==> src/rtl/acc_stream_source.sv <==
// acc_stream_source: buffers upstream IEEE-754 samples in a show-ahead FIFO
// and releases a commanded number of them as one AXI-stream frame, with
// m_tlast on the final word of the frame.
module acc_stream_source #(
  parameter int DATA_W = 32,
  parameter int DEPTH  = 16,
  parameter int LEN_W  = 16
) (
  input  logic                     clk,
  input  logic                     rst,
  input  logic                     in_valid,
  input  logic [DATA_W-1:0]        in_data,
  output logic                     in_ready,
  input  logic                     start,
  input  logic [LEN_W-1:0]         frame_len,
  output logic                     busy,
  output logic                     done,
  output logic [$clog2(DEPTH):0]   fifo_level,
  output logic                     m_tvalid,
  output logic [DATA_W-1:0]        m_tdata,
  output logic                     m_tlast,
  input  logic                     m_tready
);

  localparam int AW = $clog2(DEPTH);
  localparam int LW = AW + 1;

  // state | meaning
  // IDLE   | no frame running; words may accumulate in the FIFO
  // STREAM | frame running; remaining_q words still to hand over
  typedef enum logic {
    IDLE,
    STREAM
  } state_t;

  logic [DATA_W-1:0] mem [DEPTH];

  state_t            state_q, state_d;
  logic [AW-1:0]     wr_ptr_q, wr_ptr_d;
  logic [AW-1:0]     rd_ptr_q, rd_ptr_d;
  logic [LW-1:0]     level_q, level_d;
  logic [LEN_W-1:0]  remaining_q, remaining_d;
  logic              done_q, done_d;

  logic push;
  logic pop;

  // Handshake qualifiers and outputs, all derived from registered state only
  // so m_tvalid can never follow m_tready combinationally.
  assign in_ready   = (level_q != LW'(DEPTH));
  assign m_tvalid   = (state_q == STREAM) && (level_q != '0);
  assign m_tlast    = m_tvalid && (remaining_q == LEN_W'(1));
  assign m_tdata    = m_tvalid ? mem[rd_ptr_q] : '0;
  assign busy       = (state_q == STREAM);
  assign done       = done_q;
  assign fifo_level = level_q;

  assign push = in_valid && in_ready;
  assign pop  = m_tvalid && m_tready;

  // FIFO storage; contents need no reset because level gates visibility.
  always_ff @(posedge clk) begin
    if (push) begin
      mem[wr_ptr_q] <= in_data;
    end
  end

  // FIFO pointer and occupancy next-state.
  always_comb begin
    wr_ptr_d = wr_ptr_q;
    rd_ptr_d = rd_ptr_q;
    level_d  = level_q;
    if (push) begin
      wr_ptr_d = wr_ptr_q + AW'(1);
    end
    if (pop) begin
      rd_ptr_d = rd_ptr_q + AW'(1);
    end
    case ({push, pop})
      2'b10:   level_d = level_q + LW'(1);
      2'b01:   level_d = level_q - LW'(1);
      default: level_d = level_q;
    endcase
  end

  // Frame sequencing: accept a non-zero start in IDLE, count handshakes down,
  // return to IDLE with a one-cycle done after the last word.
  always_comb begin
    state_d     = state_q;
    remaining_d = remaining_q;
    done_d      = 1'b0;
    case (state_q)
      IDLE: begin
        if (start && (frame_len != '0)) begin
          state_d     = STREAM;
          remaining_d = frame_len;
        end
      end
      STREAM: begin
        if (pop) begin
          remaining_d = remaining_q - LEN_W'(1);
          if (remaining_q == LEN_W'(1)) begin
            state_d = IDLE;
            done_d  = 1'b1;
          end
        end
      end
      default: begin
        state_d     = IDLE;
        remaining_d = '0;
      end
    endcase
  end

  // All control registers; reset aborts any frame and empties the FIFO.
  always_ff @(posedge clk or posedge rst) begin
    if (rst) begin
      state_q     <= IDLE;
      wr_ptr_q    <= '0;
      rd_ptr_q    <= '0;
      level_q     <= '0;
      remaining_q <= '0;
      done_q      <= 1'b0;
    end else begin
      state_q     <= state_d;
      wr_ptr_q    <= wr_ptr_d;
      rd_ptr_q    <= rd_ptr_d;
      level_q     <= level_d;
      remaining_q <= remaining_d;
      done_q      <= done_d;
    end
  end

endmodule
==> config.mk <==
export PLATFORM = sky130hd
export DESIGN_NAME = acc_stream_source
export DESIGN_NICKNAME = d
export VERILOG_FILES = /design/src/rtl/acc_stream_source.sv
export SDC_FILE = /design/constraint.sdc
export NUM_CORES = 1
export LEC_CHECK = 0
export CAP_MARGIN = 20
export CORE_MARGIN = 5
export CORE_UTILIZATION = 35
export CTS_BUF_LIST = sky130_fd_sc_hd__clkbuf_4
export DETAILED_ROUTE_END_ITERATION = 10
export GPL_ROUTABILITY_DRIVEN = 0
export PLACE_DENSITY = 0.55
export SLEW_MARGIN = 25
export SYNTH_ARGS = -nofsm -noshare
export SYNTH_HDL_FRONTEND = slang
export SYNTH_SLANG_ARGS = --single-unit
==> constraint.sdc <==
create_clock -name clk -period 8.9 [get_ports clk]
set_input_delay 1.78 -clock clk [delete_from_list [all_inputs] [get_ports clk]]
set_output_delay 1.78 -clock clk [all_outputs]
set_load 0.01 [all_outputs]
==> Word-level counts from Yosys, hierarchy flattened <==
Memory sizes are Yosys's and may differ from the RTL's.
Index checks and enable logic that the tools add are counted.
{ "classes": {"n_addsub": 5, "n_mul": 0, "n_div": 0, "order_cmp": 0, "n_eq_ne": 6, "n_shift": 0, "muxes": 14, "bitwise": 1, "reduce_logical": 9} }
{ "ops": {"columns": ["op", "n"], "rows": [
  ["16-bit two-way mux", 2],
  ["32-bit two-way mux", 1],
  ["16-bit one-hot mux with 2 select lines", 1],
  ["16-bit by 1-bit == test with 1-bit output, second input constant", 1],
  ["16-bit nonzero test", 1],
  ["16-bit by 1-bit subtractor with 16-bit output, second input constant", 1],
  ["5-bit one-hot mux with 2 select lines", 1],
  ["4-bit by 1-bit adder with 4-bit output, second input constant", 2],
  ["1-bit two-way mux", 8],
  ["5-bit by 1-bit adder with 5-bit output, second input constant", 1],
  ["1-bit logical AND", 5],
  ["5-bit inequality test, second input constant", 1],
  ["5-bit nonzero test", 1],
  ["5-bit by 1-bit subtractor with 5-bit output, second input constant", 1],
  ["2-bit by 1-bit == test with 1-bit output, second input constant", 1],
  ["2-bit == test, second input constant", 1],
  ["2-bit by 1-bit inequality test with 1-bit output, second input constant", 1],
  ["2-bit inequality test, second input constant", 1],
  ["1-bit one-hot mux with 2 select lines", 1],
  ["2-bit AND reduction", 1],
  ["2-bit nonzero test", 1],
  ["1-bit NOT", 1]
]} }
{ "word_totals": {"regBits": 31, "latchBits": 0, "ramBits": 512, "romBits": 0, "in_bits": 53, "output_inout_bits": 42, "elab_cells": 42, "n_memories": 1} }
{ "memory_table": {"columns": ["memory", "words", "word_bits", "rd", "rd_clocked_by_memory_dff", "write_ports", "line_no", "text"], "rows": [
  ["mem", 16, 32, 1, 0, 1, "36", "logic [DATA_W-1:0] mem [DEPTH];"]
]} }

==> Longest topological paths before layout <==
{ "logic_depth": {"depth_word": 5, "ltp_mapped": 15, "mapped_depth_nobuf": 12} }

==> Worst setup path after synthesis <==
OpenSTA, ideal clock, no wires.
{ "synth_path": {"path_type": "input -> register", "start": "input port in_valid", "end": "memory mem[3][0], enable pin", "setup_time_ns": 0.461, "arrival_ns": 4.529, "required_time_ns": 8.439, "path_slack_ns": 3.911, "path_stages": 4, "n_path_buf": 1, "cell_sequence": "and2_1 > clkbuf_1 > nand2_1 > nor3_1"} }
{ "synth_via": {"elab_chain_len": 3} }
{ "synth_rtl": {"columns": ["item", "line_no", "text"], "rows": [
  ["start: declaration", "11", "input logic in_valid,"],
  ["1-bit logical AND", "58", "assign push = in_valid && in_ready;"],
  ["1-bit two-way mux", "63", "if (push) begin"],
  ["1-bit two-way mux (not written as such)", "64", "mem[wr_ptr_q] <= in_data;"],
  ["end: declaration", "36", null]
]} }
No other way between the ends.

==> Final worst setup path <==
{ "layout_path": {"start": "register rd_ptr_q[2]", "end": "output port m_tdata[29]"} }
{ "layout_via": {"elab_chain_len": 2} }
{ "layout_rtl": {"columns": ["item", "line_no", "text"], "rows": [
  ["start: declaration", "40", "logic [AW-1:0] rd_ptr_q, rd_ptr_d;"],
  ["start signal: assignment", "127", "rd_ptr_q <= rd_ptr_d;"],
  ["memory 16 x 32 bit", null, null],
  ["32-bit two-way mux", "53", "assign m_tdata = m_tvalid ? mem[rd_ptr_q] : '0;"],
  ["end: declaration", "20", "output logic [DATA_W-1:0] m_tdata,"]
]} }
No other way between the ends.

==> key figures <==
Timing
  – Skew final: 0.06314 ns
  – Max Fclk: 162.8 MHz
  – Tmin final: 6.142 ns
  – Final period util: 69.01%
  – Worst rel slew slack: 30.16%
  – Max Slew Vio Count: 0
  – RSZ-0062 raised after global routing: false
  – Hold Fails Final Rpt: 0
  – Setup TNS: 0 ns
  – Slew @ Worst Pin: 1.044 ns
  – Count of final setup violators: 0

Worst setup path
  – Startpoint Class: flop
  – Crit path DAT: 4.36 ns
  – Critical Path End Type: primary output
  – Critical path fanouts, max: 38
  – Worst Setup Path Type: flop to primary output
  – WP data required: 7.12 ns

Power
  – Int Pwr: 5.431 mW
  – LEAKAGE: 8.039 nW
  – Psw: 2.413 mW
  – Switch share: 30.76%
  – Clk pwr share: 27.8%
  – Combinational Power Share: 30.0%
  – Total power: 7.845 mW
  – Flop pwr share: 42.2%
  – Power per cell area: 314.7 mW/mm2
  – Peak supply drop: 0.1644 mV

Clock tree
  – Max Root-Sink Buffers: 3
  – Post CTS Setup Buffer Count: 0
  – CTS tree: built
  – Clock transition at path regs: 0.06 ns
  – Root buffer cell: clkbuf_4
  – Clk sinks: 543
  – Number of CTS-inserted buffers: 147
  – Hold-fix buffers, CTS: 0
  – Htree depth: 4
  – CTS resizes: 0
  – Clk Latency, worst-skew pair: 0.95 ns

Synthesis
  – Post-synth top flop: edfxtp_1
  – Register area share after synthesis: 76.78%
  – Yosys top cell area share: 73.09%
  – Yosys warns: 0
  – Synth Cell Area: 0.02104 mm2
  – Post-Syn Instances: 1020
  – Synth area leaders: edfxtp_1 73%, mux4_2 14%, dfrtp_1 3.7%
  – Seq cells post-synth: 543
  – EDFF count, synth: 512
  – Syn_nets: 1084
  – Largest area contributor in the synthesized netlist: edfxtp_1
  – Leading cell type by number of instances after synthesis: edfxtp_1
  – Avg Inst Size Synth: 20.62 um2
  – Ys async rst share: 5.709%
  – Synth cell count leaders: 512 x edfxtp_1, 128 x mux4_2, 67 x o22ai_1
  – Distinct cells, synth: 55

Layout
  – Non-Filler Instances: 2102
  – Post-route design area: 0.02493 mm2
  – Fillers: 5295
  – Area growth syn-to-layout: 18.49%
  – Layout net count: 1294
  – Layout cell share with drive strength beyond 1: 31.67%

Drt
  – DRC viols: 0
  – WL final: 48990 um
  – Via count: 10930
  – Met1 wire length: 21200 um
  – Total iterations of the first detailed-routing run: 5
  – Wire length on met3: 2702 um
  – Routed vias/inst: 5.198
  – DR top layer: met5
  – Routed Antenna Nets: 0
  – First DRT Iteration DRCs: 713
  – Post-DR wirelength/cell: 23.31 um
  – Met2 wire len: 24010 um

Global routing
  – Largest net degree at the start of global routing: 97
  – Final global-route overflow total: 0
  – First-pass GRT wire length: 73580 um
  – Vias in the first global route: 11750
  – Initial antenna violation count: 2
  – GRT Total Usage: 15.35%

Floorplanning
  – Core Region: 0.05924 mm2
  – Top Ports: 95
  – Starting density of the core: 35.51%
  – Full die area: 0.06510 mm2
  – Die X: 255.2 um
  – Row cnt: 89
  – Die Span Y: 255.2 um

Placement
  – HPWL Detailed: 27080 um
  – I/O Buffers: 94
  – Post-placement cell area: 0.02303 mm2
  – Post-Place Cells: 1852

Outcome
  – Outcome: finished clean

Flow run
  – Maxcap violations: 0

Min path
  – Worst min-delay path category: flop to flop
-- registers in the layout (all words and copies together) (netlist names) --
signal       cells
mem            512
rd_ptr_q         4
remaining_q     16
busy             1
done             1
fifo_level       5
wr_ptr_q         4
-- routing by layer --
| layer | GRT usage, % | vias up |
|---|---|---|
| met1 | 20.27 | 5743 |
| met5 | 0 | - |
| met4 | 6.013 | 2 |
| met3 | 4.339 | 86 |
| met2 | 24.33 | 319 |
| li1 | - | 4776 |
-- worst max-delay path, stage by stage (launching register included) --
cell             delay (ns)
dfrtp_4                0.76
buf_4                  0.64
or2_2                  0.83
o22ai_1                0.14
nor3_1                 0.44
clkdlybuf4s50_1        0.63
-- path summary, 6_finish.rpt --
kind | from | cells after the start | slack, ns | to
worst max-delay path | rd_ptr_q[2] | 5 | 2.76 | m_tdata[29]
worst min-delay path | remaining_q[13] | 2 | 0.50 | remaining_q[13]
worst max register to register | fifo_level[1] | 12 | 5.61 | fifo_level[4]
worst min register to register | remaining_q[13] | 2 | 0.50 | remaining_q[13]
max in group asynchronous | rst | 3 | 7.24 | rd_ptr_q[1]
min in group asynchronous | rst | 3 | 1.24 | fifo_level[1]
-- per-stage QoR --
| step | hold slack (ns) | utilization [%] | worst slack [ns] |
|---|---|---|---|
| 2_1_floorplan | 0.4508 | - | 3.911 |
| 4_1_cts | 0.4932 | 41.94 | 2.571 |
| 5_1_grt | 0.5224 | 42.06 | 2.482 |
| 6_report | 0.5001 | 42.07 | 2.758 |
| 3_5_place_dp | 0.4875 | 38.87 | 3.609 |
| 3_3_place_gp | 0.4682 | 38.87 | 3.640 |
-- final cells by class --
class / count / area [um2] / share of cell area (%)
clock inverters: 22 / 170.2 / 0.6827
multi-input cells: 408 / 4728 / 18.97
flip-flops and latches: 543 / 16160 / 64.85
diodes: 6 / 15.01 / 0.06024
inverters: 9 / 33.78 / 0.1355
clock buffers: 220 / 1652 / 6.626
well taps: 773 / 967.2 / 3.880
repair buffers: 121 / 1196 / 4.799
-- cell families (layout without fill, tap and decap cells) --
logic type,count (synthesis),count (layout),share of synthesized area (%)
compound gates,118,118,3.569
buf+inv,69,372,1.332
simple gates,136,136,3.307
fa+ha+maj,11,11,0.6543
xor+xnor,12,12,0.4996
other cells,0,6,0
mux,131,131,13.86
flops,543,543,76.78
-- power groups by stage --
stage               sequential (mW)  combinational (mW)  clock [mW]
detailed placement             3.42                2.35           0
floorplan                      3.22                1.53           0
CTS                            3.36                2.36        2.27
global route                   3.35                2.55        2.41
finish                         3.31                2.35        2.18
global placement               3.40                2.35           0
-- cell usage in the layout (no fill, tap or decap), drive strengths merged, types with 3 or more instances in the layout --
master,n
nand3,7
inv,13
nor4,7
xnor2,7
o22ai,67
o21ai,11
buf,27
or2,3
clkbuf,220
a21oi,16
nor2b,3
nor3,44
nand2,28
xor2,5
mux4,128
nand4,4
clkdlybuf4s50,94
diode,6
nand2b,6
nor2,20
ha,11
bufinv,3
edfxtp,512
o21a,3
dfrtp,31
clkinv,13
or3,4
Note: power is estimated with default switching activity, not from simulation.
